### src/rtl/pueo_trig_pkg.sv
// Shared trigger-path definitions: beam count, threshold word type and the
// threshold loader state encoding.
package pueo_trig_pkg;

  localparam int NBEAMS      = 46;
  localparam int THRESH_BITS = 18;
  localparam int IDX_BITS    = $clog2(NBEAMS);

  typedef logic [THRESH_BITS-1:0] thresh_t;
  typedef logic [IDX_BITS-1:0]    beam_idx_t;
  typedef logic [NBEAMS-1:0]      beam_mask_t;

  localparam thresh_t   THRESH_DEFAULT = 18'h3FFFF;
  localparam beam_idx_t LAST_BEAM      = beam_idx_t'(NBEAMS - 1);

  typedef enum logic [1:0] {
    IDLE   = 2'd0,
    LOAD   = 2'd1,
    UPDATE = 2'd2
  } thr_load_state_t;

  function automatic beam_mask_t beam_onehot(input beam_idx_t k);
    beam_mask_t m;
    m    = '0;
    m[k] = 1'b1;
    return m;
  endfunction

endpackage

### src/rtl/beam_threshold_loader.sv
// Shadow threshold table with a valid/ready write port; a commit walks the
// table out to the beamformers one beam per cycle, then pulses update.
//
//  state  | meaning
//  IDLE   | table writable, waiting for commit
//  LOAD   | one ce strobe per cycle, beam idx_q
//  UPDATE | ce quiet, update/done pulse
module beam_threshold_loader
  import pueo_trig_pkg::*;
(
  input  logic                   clk_i,
  input  logic                   rst_n_i,
  input  logic                   wr_valid_i,
  output logic                   wr_ready_o,
  input  logic [IDX_BITS-1:0]    wr_beam_i,
  input  logic [THRESH_BITS-1:0] wr_thresh_i,
  input  logic                   commit_i,
  output logic                   busy_o,
  output logic                   done_o,
  output logic                   err_idx_o,
  output logic [THRESH_BITS-1:0] thresh_o,
  output logic [NBEAMS-1:0]      thresh_ce_o,
  output logic                   update_o
);

  thr_load_state_t state_q, state_d;
  beam_idx_t       idx_q, idx_d;
  thresh_t         shadow_q [NBEAMS];
  thresh_t         shadow_d [NBEAMS];
  thresh_t         thresh_q, thresh_d;
  beam_mask_t      ce_q, ce_d;
  logic            update_q, update_d;
  logic            busy_q, busy_d;
  logic            ready_q, ready_d;
  logic            err_q, err_d;
  logic            wr_acc;

  always_comb begin
    state_d  = state_q;
    idx_d    = idx_q;
    shadow_d = shadow_q;
    thresh_d = thresh_q;
    err_d    = err_q;
    ce_d     = '0;
    update_d = 1'b0;

    // ready_q is only ever high while IDLE, so this also gates writes to IDLE
    wr_acc = wr_valid_i & ready_q;
    if (wr_acc) begin
      if (wr_beam_i <= LAST_BEAM) begin
        shadow_d[wr_beam_i] = wr_thresh_i;
      end else begin
        err_d = 1'b1;
      end
    end

    unique case (state_q)
      IDLE: begin
        if (commit_i) begin
          state_d  = LOAD;
          idx_d    = '0;
          ce_d     = beam_onehot('0);
          // a write landing on the commit edge must reach the first strobe
          thresh_d = shadow_d[0];
        end
      end
      LOAD: begin
        if (idx_q == LAST_BEAM) begin
          state_d  = UPDATE;
          update_d = 1'b1;
        end else begin
          idx_d    = idx_q + beam_idx_t'(1);
          ce_d     = beam_onehot(idx_d);
          thresh_d = shadow_q[idx_d];
        end
      end
      UPDATE: begin
        state_d = IDLE;
      end
      default: begin
        state_d = IDLE;
      end
    endcase

    busy_d  = (state_d != IDLE);
    ready_d = (state_d == IDLE);
  end

  always_ff @(posedge clk_i or negedge rst_n_i) begin
    if (!rst_n_i) begin
      state_q  <= IDLE;
      idx_q    <= '0;
      thresh_q <= '0;
      ce_q     <= '0;
      update_q <= 1'b0;
      busy_q   <= 1'b0;
      ready_q  <= 1'b0;
      err_q    <= 1'b0;
      for (int i = 0; i < NBEAMS; i++) begin
        shadow_q[i] <= THRESH_DEFAULT;
      end
    end else begin
      state_q  <= state_d;
      idx_q    <= idx_d;
      thresh_q <= thresh_d;
      ce_q     <= ce_d;
      update_q <= update_d;
      busy_q   <= busy_d;
      ready_q  <= ready_d;
      err_q    <= err_d;
      for (int i = 0; i < NBEAMS; i++) begin
        shadow_q[i] <= shadow_d[i];
      end
    end
  end

  assign wr_ready_o  = ready_q;
  assign busy_o      = busy_q;
  assign done_o      = update_q;
  assign update_o    = update_q;
  assign err_idx_o   = err_q;
  assign thresh_o    = thresh_q;
  assign thresh_ce_o = ce_q;

endmodule

### config.mk
export PLATFORM = sky130hd
export DESIGN_NAME = beam_threshold_loader
export DESIGN_NICKNAME = d
export VERILOG_FILES = /design/src/rtl/pueo_trig_pkg.sv /design/src/rtl/beam_threshold_loader.sv
export SDC_FILE = /design/constraint.sdc
export NUM_CORES = 1
export LEC_CHECK = 0
export BUFFER_PORTS_ARGS = -buffer_cell sky130_fd_sc_hd__buf_4
export CAP_MARGIN = 20
export CORE_UTILIZATION = 58
export CTS_BUF_LIST = sky130_fd_sc_hd__clkbuf_8 sky130_fd_sc_hd__clkbuf_16
export DETAILED_ROUTE_END_ITERATION = 16
export PLACE_DENSITY = 0.78
export SLEW_MARGIN = 10
export SYNTH_ARGS = -nofsm -noshare
export SYNTH_HDL_FRONTEND = slang
export SYNTH_SLANG_ARGS = --single-unit
### constraint.sdc
create_clock -name clk_i -period 4.04 [get_ports clk_i]
set_clock_uncertainty 0.1 [all_clocks]
set_input_delay 0 -clock clk_i [delete_from_list [all_inputs] [get_ports clk_i]]
set_output_delay 0 -clock clk_i [all_outputs]
set_load 0.02 [all_outputs]
==> summary.txt, run 1 <==
Status = completed
Commonest non-fill, non-tap cells in the layout = mux2_2, dfstp_2, buf_4
Area grow syn2layout = 12.8%
Crit path buffers/inverters = 1
Clk_lat worst skew = 0.65 ns
CP arrival = 4.34 ns
Crit path cell chain = ha_1 > xor2_4 > buf_4 > mux4_2 > mux2i_1 > nor2_1 > a2111oi_0 > a31oi_1
Site row count = 98
Startpoint types = flip-flop
Internal = 0.0148 W
Placement Setup Slack = 0.283 ns
DR vias/cell = 6.45
Crit path to = thresh_o[17]
Pin count of the biggest net entering global routing = 112
Synth warn = 0
PD cells = 405 nW/um2
Fraction of registers with async set/reset = 1.00
Commonest non-fill, non-tap cell in the layout = mux2_2
DR vias = 24800
R2R Setup Slk = 0.09 ns
RSZ-0062 raised after global routing = no
Main synth FF type = dfstp_2
CP Max Fanout = 17
Worst-case headroom to the max-slew limit = 0.189
Die W = 270 um
Max cap viols = 0
Share of cells above drive strength 1 = 0.771
Port buffer count = 96
Post-route ant nets = 0
Sw frac = 0.226
Worst R2R Path Depth = 8
Post-CTS setup repair buffer count = 0
CTS Buf Count = 94
GPL Wtd Cong = 0.888
WP data required = 4.42 ns
First-pass GRT wire length = 166000 um
Mean post-synth cell area = 15.2 um2
Vias in the first global route = 26400
Fmax = 253 MHz
Sw Pwr = 0.00431 W
Slew of the pin with the lowest slew margin = 1.19 ns
Final period util = 0.978
H-tree depth = 3
Die H = 270 um
DR WL/cell = 28.1 um
Fin nets = 2849
Worst-path clk slew = 0.06 ns
Pleak = 19.4 nW
Peak VDD IR = 0.321 mV
Cell family contributing the most delay on the critical path = compound AO/OA/AOI/OAI gates
Gate Count Post-Synth = 2750
Critical path depth in cells = 8
Final worst slack = 0.0878 ns
CTS tree = done
Hold Vio Cnt, Final = 0
Worst setup path class = reg2reg
Tot GR Track Use = 0.301
Clock network power share = 0.464
Worst Setup SP = idx_q[1]
Synth Net Count = 2780
DRT Wirelength = 108000 um
Cell Area, Synth = 41800 um2
Pins Over Slew Limit = 0
Setup TNS = 0 ns
Layout fillers = 4878
Ports = 97
Antenna violations before repair = 4
Setup violations, final = 0
Final HPWL DP = 66000 um
First-pass DRT Iterations = 7
CTS Root Cell = clkbuf_16
Register area share after synthesis = 0.566
Slowest CP cell = a2111oi_0
Initial Utilization = 0.585
Sink Count = 904
Reg2reg end = thresh_o[17]
DRT iter0 DRCs = 2105
Buffer levels on the longest clock path = 3
CP peak stage delay = 0.93 ns
Sequential Power Share = 0.484
Post-synth EDFFs = 0
Grt ovf = 0
Tmin final = 3.95 ns
Core ar. = 71400 um2
Worst hold path class = in2reg
Synth cell types = 63
Comb pwr share = 0.052
Residual DRC = 0
Crit end category = flip-flop
DIE AREA = 73100 um2
Reg-to-Reg Start = idx_q[1]
Final Core Density = 0.660
Synth Register Bits = 904
power by group through the flow:
stage	sequential, W	clock (W)	combinational [W]
after global placement	0.00935	0	0.000945
after floorplan	0.00935	0	0.000502
after detailed placement	0.00936	0	0.000976
final	0.00923	0.00885	0.000996
after CTS	0.00923	0.00896	0.000999
after global routing	0.00923	0.00933	0.00107
worst min path at each step:
stage / start / end / slack [ns] / depth (start not counted)
2_1_floorplan: rst_n_i / busy_o / -0.40 / 0
3_3_place_gp: wr_valid_i / err_idx_o / 0.19 / 3
3_5_place_dp: wr_valid_i / err_idx_o / 0.21 / 3
4_1_cts: wr_beam_i[3] / flip-flop / 0.05 / 4
5_1_grt: wr_beam_i[3] / flip-flop / 0.09 / 4
6_report: wr_beam_i[3] / flip-flop / 0.09 / 4
worst min-delay path, delay by kind of cell:
family | cells | cell delay (ns)
muxes | 1 | 0.27
buffers and inverters | 2 | 0.42
and+or+nand+nor | 1 | 0.10
metal layers:
metal	vias up	track usage	wire, um
li1	10200	-	-
met1	13400	0.407	43900
met2	940	0.481	52400
met3	260	0.0541	7080
met4	4	0.128	4710
met5	-	0	26
kinds of logic after synthesis:
logic type      after synthesis  synth area share
mux                        1106             0.345
flops                       904             0.566
simple gates                295            0.0333
buf+inv                     261            0.0274
compound gates              177            0.0262
xor+xnor                      5           0.00150
fa+ha+maj                     2          0.000599
area by class of cell:
type                       count  area [um2]  area share
multi-input combinational   1585       17000       0.361
antenna                        2        5.00    0.000106
clock inverter                56         507      0.0108
timing repair buffer         228        2000      0.0425
sequential                   904       23700       0.502
tap                          950        1190      0.0252
inverter                       6        22.5    0.000478
clock buffer                 116        2690      0.0571
synthesized netlist by cell type, types with 2 or more instances:
cell type / n / area [um2]
dfrtp_1: 76 / 1900
nand3b_1: 6 / 45.0
a21boi_0: 2 / 15.0
clkbuf_1: 168 / 631
or2_2: 3 / 18.8
and3b_1: 3 / 26.3
or4_1: 2 / 15.0
or3b_1: 2 / 17.5
buf_4: 23 / 173
nor3b_1: 4 / 30.0
a21oi_1: 51 / 255
nand2b_1: 4 / 25.0
a2bb2oi_1: 3 / 26.3
mux2i_1: 87 / 871
o31a_1: 2 / 17.5
o31ai_1: 2 / 15.0
nor4_1: 15 / 93.8
buf_2: 50 / 250
nor2_1: 68 / 255
nand4_1: 2 / 12.5
inv_1: 6 / 22.5
nor3_1: 5 / 25.0
mux4_1: 2 / 52.6
xnor2_1: 3 / 26.3
a31oi_1: 9 / 56.3
mux2_2: 838 / 9440
dfstp_2: 828 / 21800
ha_1: 2 / 25.0
o22ai_1: 48 / 300
o211ai_1: 16 / 120
o22a_1: 3 / 26.3
mux4_2: 179 / 4030
nor2_2: 15 / 93.8
nand2_1: 123 / 462
o221ai_1: 2 / 17.5
buf_1: 13 / 48.8
a22oi_1: 4 / 30.0
and3_1: 8 / 50.1
nor2b_1: 2 / 12.5
o32ai_1: 2 / 17.5
or3_1: 6 / 37.5
nand3_1: 18 / 90.1
o21ai_0: 25 / 125
stage by stage:
stage / instances / area [um2] / power, W / hold slack (ns)
finish: 3847 / 47100 / 0.0191 / 0.0877
global route: 3846 / 47100 / 0.0196 / 0.0927
CTS: 3842 / 47000 / 0.0192 / 0.0457
detailed placement: 3647 / 43600 / 0.0103 / 0.210
global placement: 3647 / 43600 / 0.0103 / 0.187
floorplan: 2750 / 41800 / 0.00985 / -0.396
what timing repair did:
item / in CTS / in global routing
hold buffers: 23 / 0
endpoints found under the setup margin: 0 / 0
resized for setup: 0 / 0
hold endpoints to repair: 953 / 0
(Power assumes the default switching activity.)
==> inputs of run 2 (changes only) <==
BUFFER_PORTS_ARGS = -buffer_cell sky130_fd_sc_hd__buf_2   (was -buffer_cell sky130_fd_sc_hd__buf_4)
CAP_MARGIN = 10   (was 20)
==> run 2 against run 1 <==
Compared with the run above:
- sequential power is essentially flat
- sequential share of layout area grew 0.55 points
- cell area shrank 1.1%
- die area is the same
- utilization shrank 0.71 points
- non-clock buffer count shrank 21
- largest power group unchanged
- highest routed layer unchanged
==> summary.txt, run 2 (synthesis gave the netlist of run 1 again) <==
Tot GR Track Use = 0.303 (+0.00266)
Clk_lat worst skew = 0.66 ns (about the same)
Commonest non-fill, non-tap cell in the layout = mux2_2
WP data required = 4.51 ns (+0.09 ns)
Setup TNS = 0 ns (unchanged)
Pleak = 19.3 nW (-0.88%)
Worst setup path class = reg2reg
Worst Hold Launch = wr_thresh_i[3]
Reg2reg end = thresh_o[13]
Antenna violations before repair = 3 (-1)
CTS Buf Count = 92 (-2.1%)
Final period util = 0.859 (-0.120)
Placed insts = 3634 (-0.36%)
Status = completed
Crit end category = flip-flop
Slew of the pin with the lowest slew margin = 1.26 ns (+0.0750 ns)
Fmax = 288 MHz (+14%)
Sw Pwr = 0.00432 W (+0.19%)
DRT iter0 DRCs = 2319 (+10%)
Tmin final = 3.47 ns (-0.483 ns)
DIE AREA = 73100 um2 (unchanged)
RSZ-0062 raised after global routing = no
Hold Path Depth = 2 (-2)
Area grow syn2layout = 11.5%
Share of cells above drive strength 1 = 0.771 (about the same)
Core ar. = 71400 um2 (unchanged)
Sequential Power Share = 0.488 (+0.004)
Comb pwr share = 0.051 (about the same)
Internal = 0.0146 W (-1.3%)
Site row count = 98 (unchanged)
CTS tree = done
Initial Utilization = 0.585 (unchanged)
R2R Setup Slk = 0.57 ns (+0.48 ns)
Worst-path clk slew = 0.07 ns (about the same)
Cell Area, Placed = 43300 um2 (-0.80%)
Fin cells = 3821 (-0.68%)
Post_cts resized = 0 (unchanged)
Setup violations, final = 0 (unchanged)
Sink Count = 904 (unchanged)
Pin count of the biggest net entering global routing = 150 (+34%)
Startpoint types = flip-flop
Final worst slack = 0.571 ns (+0.483 ns)
Final Core Density = 0.653 (-0.00714)
Port buffer count = 96 (unchanged)
H-tree depth = 3 (unchanged)
Sw frac = 0.229 (+0.00260)
Placement Setup Slack = 0.764 ns (+0.482 ns)
DRT Wirelength = 108000 um (+0.33%)
Layout fillers = 4892 (+0.29%)
Pins Over Slew Limit = 0 (unchanged)
Die H = 270 um (unchanged)
Ports = 97 (unchanged)
CTS Root Cell = clkbuf_16
Vias in the first global route = 26300 (-0.42%)
Worst R2R Path Depth = 8 (unchanged)
GPL Wtd Cong = 0.928 (+4.6%)
Peak VDD IR = 0.332 mV (+3.4%)
Final HPWL DP = 67300 um (+2.0%)
Post-route ant nets = 0 (unchanged)
Die W = 270 um (unchanged)
CP arrival = 3.93 ns (-0.41 ns)
Fin nets = 2826 (-0.81%)
Worst-case headroom to the max-slew limit = 0.157 (-0.0316)
Worst hold path class = in2reg
Grt ovf = 0 (unchanged)
CP Max Fanout = 11 (-6)
Hold Vio Cnt, Final = 0 (unchanged)
DR vias/cell = 6.49 (+0.53%)
Clock network power share = 0.460 (-0.004)
First-pass GRT wire length = 167000 um (+0.29%)
DR WL/cell = 28.4 um (+1.0%)
DR vias = 24800 (-0.15%)
Reg-to-Reg Start = idx_q[1]
Commonest non-fill, non-tap cells in the layout = mux2_2, dfstp_2, mux4_2
Residual DRC = 0 (unchanged)
PD cells = 406 nW/um2 (+0.13%)
First-pass DRT Iterations = 6 (-1)
Worst Setup SP = idx_q[1]
Buffer levels on the longest clock path = 3 (unchanged)
Max cap viols = 0 (unchanged)
Design Area, Final = 46600 um2 (-1.1%)
run 2: cell count changes in the layout (fill, tap and decap cells not counted), moves of 4 or more:
cell,delta
dlygate4sd3_1,-6
inv_1,+4
clkbuf_16,-4
clkinv_2,-11
clkbuf_8,+6
buf_4,-107
buf_2,+95
run 2: what timing repair did:
item | CTS | global route
hold buffers | 17 | 0
hold endpoints to repair | 448 | 0
setup buffers | 0 | 0
run 2: how the worst max path moves through the flow:
stage,to,slack (ns),cells after the start
3_5_place_dp,thresh_o[10],0.76,6
2_1_floorplan,thresh_o[16],1.25,11
6_report,thresh_o[13],0.57,8
5_1_grt,thresh_o[4],0.51,8
3_3_place_gp,thresh_o[15],0.76,9
4_1_cts,thresh_o[10],0.74,6
run 2: power by group through the flow:
stage / clock [W] / combinational [W] / sequential, W
final: 0.00869 / 0.000970 / 0.00923
after CTS: 0.00880 / 0.000973 / 0.00923
after detailed placement: 0 / 0.000956 / 0.00936
after global placement: 0 / 0.000929 / 0.00935
after floorplan: 0 / 0.000502 / 0.00935
after global routing: 0.00917 / 0.00104 / 0.00923
run 2: through the flow:
step / total power, W / hold WS [ns]
after global placement: 0.0103 / 0.291
final: 0.0189 / 0.0759
after floorplan: 0.00985 / -0.396
after CTS: 0.0190 / 0.0521
after detailed placement: 0.0103 / 0.294
after global routing: 0.0194 / 0.114
run 2: layer usage:
layer	wire, um	up-vias	track usage	part of all wire
met5	13	-	0	0.00012
met4	4250	2	0.124	0.039
met3	7010	234	0.0541	0.065
met2	52900	959	0.487	0.49
met1	44300	13400	0.411	0.41
li1	-	10200	-	-
run 2: final cells by class:
cell class,count,area (um2),area share
clock buffer,118,2670,0.0573
timing repair buffer,207,1550,0.0333
multi-input combinational,1585,17000,0.365
inverter,6,22.5,0.000483
antenna,2,5.00,0.000107
sequential,904,23700,0.508
tap,950,1190,0.0255
clock inverter,49,465,0.00999
run 2: worst max-delay path: stages (launching register included):
cell and delay (ns):
dfrtp_1 0.52, ha_1 0.34, buf_4 0.24, a21boi_0 0.31, a2bb2oi_1 0.14, a21oi_1 0.80
buf_4 0.36, o211ai_1 0.26, a22oi_1 0.27
==> inputs of run 3 (changes only) <==
PLACE_DENSITY = unset   (was 0.78)
PLACE_DENSITY_LB_ADDON = 0.15   (was unset)
==> run 3 against run 2 <==
Compared with the run above:
- non-clock buffer count shrank 12
- cell area grew 0.39%
- clock power grew 4.8%
- largest cell class unchanged
- die area is the same
==> summary.txt, run 3 (synthesis gave the netlist of run 1 again) <==
WP data required = 4.43 ns (-0.08 ns)
Setup TNS = 0 ns (unchanged)
Setup violations, final = 0 (unchanged)
Fmax = 287 MHz (-0.29%)
Slowest CP cell = ha_4
H-tree depth = 3 (unchanged)
CP arrival = 3.86 ns (-0.07 ns)
CP Max Fanout = 32 (+21)
Grt ovf = 0 (unchanged)
DR vias/cell = 6.41 (-1.3%)
Post-route ant nets = 0 (unchanged)
Residual DRC = 0 (unchanged)
Worst-case headroom to the max-slew limit = 0.102 (-0.0547)
CP peak stage delay = 0.70 ns (-0.10 ns)
Startpoint types = flip-flop
Fin nets = 2816 (-0.35%)
Fin cells = 3817 (-0.10%)
Port buffer count = 96 (unchanged)
Core ar. = 71400 um2 (unchanged)
Commonest non-fill, non-tap cell in the layout = mux2_2
CTS tree = done
Worst hold path class = in2reg
Buffer levels on the longest clock path = 3 (unchanged)
Die W = 270 um (unchanged)
Placed insts = 3625 (-0.25%)
DR vias = 24500 (-1.4%)
Tmin final = 3.48 ns (+0.0103 ns)
Area grow syn2layout = 12.0%
Antenna violations before repair = 7 (+4)
Final period util = 0.861 (+0.00254)
Crit end category = flip-flop
Worst setup path class = reg2reg
Layout fillers = 5021 (+2.6%)
Commonest non-fill, non-tap cells in the layout = mux2_2, dfstp_2, mux4_2
Final HPWL DP = 66500 um (-1.1%)
First-pass GRT wire length = 169000 um (+1.3%)
Pin count of the biggest net entering global routing = 124 (-17%)
First-pass DRT Iterations = 6 (unchanged)
Share of cells above drive strength 1 = 0.774 (+0.00317)
Clk_lat worst skew = 0.66 ns (about the same)
Final worst slack = 0.561 ns (-0.0103 ns)
DR WL/cell = 28.8 um (+1.6%)
Status = completed
Peak VDD IR = 0.404 mV (+22%)
DRT iter0 DRCs = 1956 (-16%)
CTS Root Cell = clkbuf_16
Tot GR Track Use = 0.310 (+0.00618)
DIE AREA = 73100 um2 (unchanged)
Sink Count = 904 (unchanged)
CTS Buf Count = 94 (+2.2%)
Worst-path clk slew = 0.07 ns (about the same)
Site row count = 98 (unchanged)
Post-CTS setup repair buffer count = 0 (unchanged)
Max cap viols = 0 (unchanged)
Slew of the pin with the lowest slew margin = 1.34 ns (+0.0818 ns)
Die H = 270 um (unchanged)
FF+latch area = 23700 um2 (unchanged)
Pleak = 19.3 nW (+0.34%)
Placement Setup Slack = 0.575 ns (-0.189 ns)
Multi-input logic area = 17000 um2 (about the same)
Vias in the first global route = 25900 (-1.2%)
Pins Over Slew Limit = 0 (unchanged)
GPL Wtd Cong = 0.905 (-2.5%)
PD cells = 413 nW/um2 (+1.8%)
Ports = 97 (unchanged)
RSZ-0062 raised after global routing = no
Initial Utilization = 0.585 (unchanged)
Crit path cell chain = inv_1 > ha_4 > buf_12 > mux4_2 > mux2i_1 > o22ai_1 > nor4_1 > a21oi_1
DRT Wirelength = 110000 um (+1.5%)
Hold Vio Cnt, Final = 0 (unchanged)
-- run 3: per-layer routing --
layer / up-vias / routed length, um / track usage
li1: 10100 / - / -
met1: 13300 / 46900 / 0.434
met2: 806 / 52600 / 0.493
met3: 199 / 7240 / 0.0608
met4: 4 / 3300 / 0.0923
met5: - / 27 / 0
-- run 3: cell type report --
cell class,instances,area share
Timing Repair Buffer,195,0.0328
Sequential cell,904,0.506
Antenna cell,2,0.000107
Clock buffer,126,0.0604
Inverter,6,0.000482
Clock inverter,49,0.0107
Tap cell,950,0.0254
Multi-Input combinational cell,1585,0.364
-- run 3: timing repair --
item                                   4_1_cts  5_1_grt
gates resized for setup                      0        0
hold buffers                                15        0
endpoints found under the hold margin      306        0
-- run 3: worst paths after layout --
path                       depth (start not counted)     endpoint       startpoint  slack, ns
max                                                8  thresh_o[1]         idx_q[1]       0.56
min                                                2    flip-flop  wr_thresh_i[12]       0.05
max reg2reg                                        8  thresh_o[1]         idx_q[1]       0.56
min reg2reg                                        1   state_q[1]       state_q[1]       0.45
max in group asynchronous                          3  thresh_o[6]          rst_n_i       2.44
min in group asynchronous                          2    async pin          rst_n_i       0.24
-- run 3: report_power, final --
part           switching [W]  internal (W)  leakage [nW]  total (W)
Clock                0.00358       0.00553          1.73    0.00911
Combinational       0.000693      0.000286          8.04   0.000979
Sequential         0.0000443       0.00918          9.56    0.00923
Total                0.00432        0.0150          19.3     0.0193
-- run 3: per-stage QoR --
| stage | instance area (um2) | util | total power [W] | hold WS [ns] |
|---|---|---|---|---|
| after floorplan | 41800 | - | 0.00985 | -0.396 |
| after global placement | 43300 | 0.607 | 0.0103 | 0.0274 |
| after detailed placement | 43300 | 0.607 | 0.0103 | 0.0452 |
| after CTS | 46800 | 0.655 | 0.0195 | 0.000602 |
| after global routing | 46800 | 0.655 | 0.0199 | 0.0554 |
| final | 46800 | 0.655 | 0.0193 | 0.0549 |
-- run 3: critical path, delay by kind of cell, from the launching register on --
kind	cells	cell delay, ns
mux	2	0.67
buf+inv	2	0.44
fa+ha+maj	1	0.70
simple gates	1	0.43
flops	1	0.50
compound gates	2	0.43
